**src/rtl/rv0_stage_fifo_pkg.sv**
```systemverilog
// Shared types and helpers for the rv0 inter-stage elastic buffer.
// Latency: n/a (types only).
// Backpressure: n/a (types only).
package rv0_stage_fifo_pkg;

  // Packed stage-buffer payload carried between pipeline stages.
  typedef struct packed {
    logic [31:0] pc;
    logic [31:0] insn;
  } stage_payload_t;

  localparam int STAGE_PAYLOAD_W = $bits(stage_payload_t);

  // True when n is a power of two and at least 2.
  function automatic bit is_pow2_ge2(input int n);
    return (n >= 2) && ((n & (n - 1)) == 0);
  endfunction

endpackage

```
**src/rtl/rv0_stage_fifo.sv**
```systemverilog
// Elastic DEPTH-entry buffer between rv0 pipeline stages, with optional empty fall-through and flush.
// Latency: 1 cycle in->out, or 0 cycles when empty and FALLTHROUGH=1.
// Backpressure: in_ready_o = ~full from registered state only; out_ready_i never reaches in_ready_o.
module rv0_stage_fifo
  import rv0_stage_fifo_pkg::*;
#(
  parameter int PAYLOAD_W   = STAGE_PAYLOAD_W,
  parameter int DEPTH       = 2,
  parameter bit FALLTHROUGH = 1'b0
) (
  input  logic                         clk_i,
  input  logic                         rst_ni,
  input  logic                         flush_i,
  input  logic                         in_valid_i,
  output logic                         in_ready_o,
  input  logic [PAYLOAD_W-1:0]         in_data_i,
  output logic                         out_valid_o,
  input  logic                         out_ready_i,
  output logic [PAYLOAD_W-1:0]         out_data_o,
  output logic [$clog2(DEPTH+1)-1:0]   count_o,
  output logic                         full_o,
  output logic                         empty_o
);

  localparam int PTR_W = $clog2(DEPTH);
  localparam int CNT_W = $clog2(DEPTH + 1);

  // Pointers wrap naturally, so DEPTH must be a power of two.
  if (!is_pow2_ge2(DEPTH)) begin : g_depth_check
    $error("rv0_stage_fifo: DEPTH must be a power of two and >= 2");
  end

  logic [PAYLOAD_W-1:0] mem [DEPTH];
  logic [PTR_W-1:0]     wr_ptr;
  logic [PTR_W-1:0]     rd_ptr;
  logic [CNT_W-1:0]     count;

  logic empty;
  logic full;
  logic bypass;
  logic push;
  logic pop;
  logic wr_en;
  logic rd_adv;

  // Status flags and handshake decode, all derived from registered occupancy.
  always_comb begin
    empty  = (count == '0);
    full   = (count == CNT_W'(DEPTH));
    bypass = FALLTHROUGH && empty;

    in_ready_o = ~full;

    // Flush suppresses delivery in the redirect cycle.
    if (flush_i) begin
      out_valid_o = 1'b0;
    end else if (empty) begin
      out_valid_o = FALLTHROUGH ? in_valid_i : 1'b0;
    end else begin
      out_valid_o = 1'b1;
    end

    out_data_o = bypass ? in_data_i : mem[rd_ptr];

    push = in_valid_i & in_ready_o & ~flush_i;
    pop  = out_valid_o & out_ready_i;

    // A payload that falls straight through is never stored.
    wr_en  = push & ~(bypass & pop);
    rd_adv = pop & ~empty;

    count_o = count;
    full_o  = full;
    empty_o = empty;
  end

  // Storage array, pointers and occupancy.
  always_ff @(posedge clk_i or negedge rst_ni) begin
    if (!rst_ni) begin
      wr_ptr <= '0;
      rd_ptr <= '0;
      count  <= '0;
      for (int i = 0; i < DEPTH; i++) begin
        mem[i] <= '0;
      end
    end else if (flush_i) begin
      // Contents stay; only the bookkeeping is cleared.
      wr_ptr <= '0;
      rd_ptr <= '0;
      count  <= '0;
    end else begin
      if (wr_en) begin
        mem[wr_ptr] <= in_data_i;
        wr_ptr      <= wr_ptr + 1'b1;
      end
      if (rd_adv) begin
        rd_ptr <= rd_ptr + 1'b1;
      end
      case ({wr_en, rd_adv})
        2'b10:   count <= count + 1'b1;
        2'b01:   count <= count - 1'b1;
        default: count <= count;
      endcase
    end
  end

endmodule

```
**config.mk**
```make
export PLATFORM = sky130hd
export DESIGN_NAME = rv0_stage_fifo
export DESIGN_NICKNAME = d
export VERILOG_FILES = /design/src/rtl/rv0_stage_fifo_pkg.sv /design/src/rtl/rv0_stage_fifo.sv
export SDC_FILE = /design/constraint.sdc
export NUM_CORES = 1
export LEC_CHECK = 0
export CORE_MARGIN = 2
export CORE_UTILIZATION = 50
export DETAILED_ROUTE_END_ITERATION = 12
export HOLD_SLACK_MARGIN = 0.06
export PLACE_DENSITY = 0.93
export SETUP_SLACK_MARGIN = 0.05
export SLEW_MARGIN = 15
export SYNTH_ARGS = -nofsm -noshare
export SYNTH_HDL_FRONTEND = slang
export SYNTH_SLANG_ARGS = --single-unit
```
**constraint.sdc**
```tcl
create_clock -name clk_i -period 2.25 [get_ports clk_i]
set_clock_uncertainty 0.15 [all_clocks]
set_input_delay 0.3375 -clock clk_i [delete_from_list [all_inputs] [get_ports clk_i]]
set_output_delay 0.3375 -clock clk_i [all_outputs]
set_load 0.01 [all_outputs]
```
==> results.yml <==
logic_synthesis:
  netlist_top_cells_area: "dfrtp_1 58%, mux2_2 37%, buf_6 1.2%, mux2_1 0.98%, buf_2 0.52%"
  synth_top_area_share_pct: 57.5
  async_flop_share_pct: 100
  yosysWarnings: 0
  syn_nets: 435
  ys_types: 22
  seq_area_frac_synth_pct: 57.5
  synth_top_family_by_area: "multiplexers"
  synthXorXnorAreaFrac_pct: 0.153
  synth-adder-area-share_pct: 0
  synth-edff-count: 0
  ys_ff_latch: 132
  synthFlopType: "dfrtp_1"
  syn_area_um2: 5740
  yosysMostFrequentCell: "mux2_2"
  synth_top_area_cell: "dfrtp_1"
  synth_common_cells: "187 x mux2_2, 132 x dfrtp_1, 8 x clkbuf_1, 6 x buf_2, 6 x buf_6"
  synthCells: 366
  synth_compound_area_share_pct: 0.784
  yosys.area_share.simple_pct: 1.35
  synth_area_per_cell_um2: 15.7
  synth.mux.area_fraction_pct: 37.8
timing:
  max_freq_mhz: 445
  layout_setup_ws_ns: 0.00450
  relSlewSlack_pct: 74.2
  hold_viol_final: 0
  finalSetupViolCount: 0
  tightest_slew_ns: 0.383
  post-route-period-util_pct: 99.8
  min_period_ns: 2.25
  slew_violations: 0
  rsz0062_at_grt: "yes"
clock_tree:
  clk_latency_ns: 0.40
  cts_max_level: 4
  clkSinkCount: 132
  cts-root-buf: "clkbuf_16"
  cts_made_buffers: 17
  clock_path_buffers: 2
  clkSlewWorstSetupHoldPaths_ns: 0.05
  cts_tree: "done"
detailed_routing:
  drc_errors: 0
  vias_per_cell: 5.39
  postRouteAntennaNets: 0
  drt-pass1-iter-count: 4
  vias: 3689
  first_iter_violations: 126
  wirelength_um: 13400
  wl_per_cell_um: 19.6
outcome:
  status: "finished, final reports clean"
worst_setup_path:
  required_ns: 1.76
  cp_num_buf_inv: 5
  path_delay_family: "buffers and inverters"
  cp_cell_sequence: "buf_6, buf_12, buf_16, buf_6, mux2_4, buf_6"
  critical_path.startpoint_type: "register"
  cp_max_fo: 4
  critPathArrivalTime_ns: 1.76
  path_class: "reg2out"
  end_kind: "primary output"
  cp_slowest_cell: "dfrtp_2"
  crit_top_cell: "buf_6"
  cpPeakStageDelay_ns: 0.41
global_routing:
  grt_start_max_net_pins: 68
  grt-ovfl-total: 0
  grt_pass1_wl_um: 21600
  grt_pass1_vias: 4134
  grt_antenna_before_repair: 0
  track_usage_pct: 22.3
placed_design:
  place_congestion: 0.770
  place_ws_ns: -0.0781
  port-buffer-count: 138
  dp_hpwl_um: 8170
power:
  peakVddDrop_mv: 0.545
  total_leakage_power_nw: 3.53
  finalPower_mw: 8.29
  p_per_area_nw_per_um2: 1010
layout:
  seq_area_um2: 3310
  final_nets: 598
  fillers: 754
  syn2layout_area_growth_pct: 42.4
  multi_input_area_um2: 2330
  layout-drive-gt1-share_pct: 53.3
  antennaDiodeCount: 0
floorplan:
  die_w_um: 111
  core.rowCount: 39
  fp.dieH_um: 111
  core_area_um2: 11300
  dieArea_um2: 12400
  initial_utilization_pct: 50.7
  top_level_ports: 139
worst_hold_path:
  hp-class: "reg2reg"
flow_run:
  cap_violations: 0
cell usage in the layout, fill, tap and decap left out, drive strengths merged, types with 2 or more instances in the layout:
master / Yosys / routed
bufinv: 0 / 5
inv: 2 / 2
clkdlybuf4s15: 0 / 19
dlygate4sd2: 0 / 8
dfrtp: 132 / 132
buf: 12 / 61
nor2: 3 / 3
clkbuf: 8 / 22
o21ai: 2 / 2
mux2: 192 / 192
clkinv: 0 / 2
a21oi: 4 / 4
clkdlybuf4s50: 0 / 72
clkinvlp: 0 / 6
power breakdown:
group	total (mW)	internal (mW)	switching, mW
sequential	3.26	2.96	0.303
clock	3.03	2.02	1.01
combinational	2.00	1.24	0.761
metrics by stage:
step	util [%]	setup TNS [ns]	hold WS [ns]	area (um2)	cells
2_1_floorplan	-	0	-0.108	5740	366
3_3_place_gp	65.0	-0.218	0.236	7360	638
3_5_place_dp	65.0	-2.34	0.252	7360	638
4_1_cts	71.3	-0.0583	0.337	8080	683
5_1_grt	72.2	-0.168	0.359	8180	685
6_report	72.2	0	0.343	8180	685
layer usage:
metal  GRT usage (%)  share of wire, %  vias to the layer above
met5               0                 0                        -
met4            6.58               1.6                        0
met3            6.18               4.6                       20
met2            38.6                52                      103
met1            27.4                42                     1917
li1                -                 -                     1649
cells by family after synthesis:
kind of cell              after synthesis
muxes                                 193
buffers and inverters                  22
DFF                                   132
AOI/OAI and AO/OA                       8
xor gates and xnor gates                1
and+or+nand+nor                        10
final cells by class:
class                      instances  area share [%]
timing repair buffer             164            20.8
multi-input combinational        212            28.4
clock buffer                      19            5.54
tap                              143            2.19
clock inverter                    13            2.51
sequential                       132            40.4
inverter                           2          0.0918
final timing paths:
| kind | cells past startpoint | end | slack (ns) | start |
|---|---|---|---|---|
| worst max-delay path | 6 | out_data_o[38] | 0.004 | rd_ptr$_DFFE_PN0P_ |
| worst min-delay path | 1 | mem[127]$_DFFE_PN0P_ | 0.34 | mem[127]$_DFFE_PN0P_ |
| worst max register to register | 5 | mem[88]$_DFFE_PN0P_ | 0.32 | count_o[0]$_DFFE_PN0P_ |
| worst min register to register | 1 | mem[127]$_DFFE_PN0P_ | 0.34 | mem[127]$_DFFE_PN0P_ |
| max in group asynchronous | 3 | rd_ptr$_DFFE_PN0P_ | 1.28 | rst_ni |
| min in group asynchronous | 3 | mem[29]$_DFFE_PN0P_ | 0.35 | rst_ni |
what timing repair did:
action	CTS	global route
endpoints found under the hold margin	132	0
hold buffers	1	0
cloned	6	1
gates resized for setup	194	33
setup buffers	6	2
endpoints found under the setup margin	65	53
state kept, by name, summed over array words and instances, names as in the netlist:
| register | flops |
|---|---|
| count_o | 2 |
| rd_ptr | 1 |
| wr_ptr | 1 |
| mem | 128 |
(Power assumes the default switching activity.)
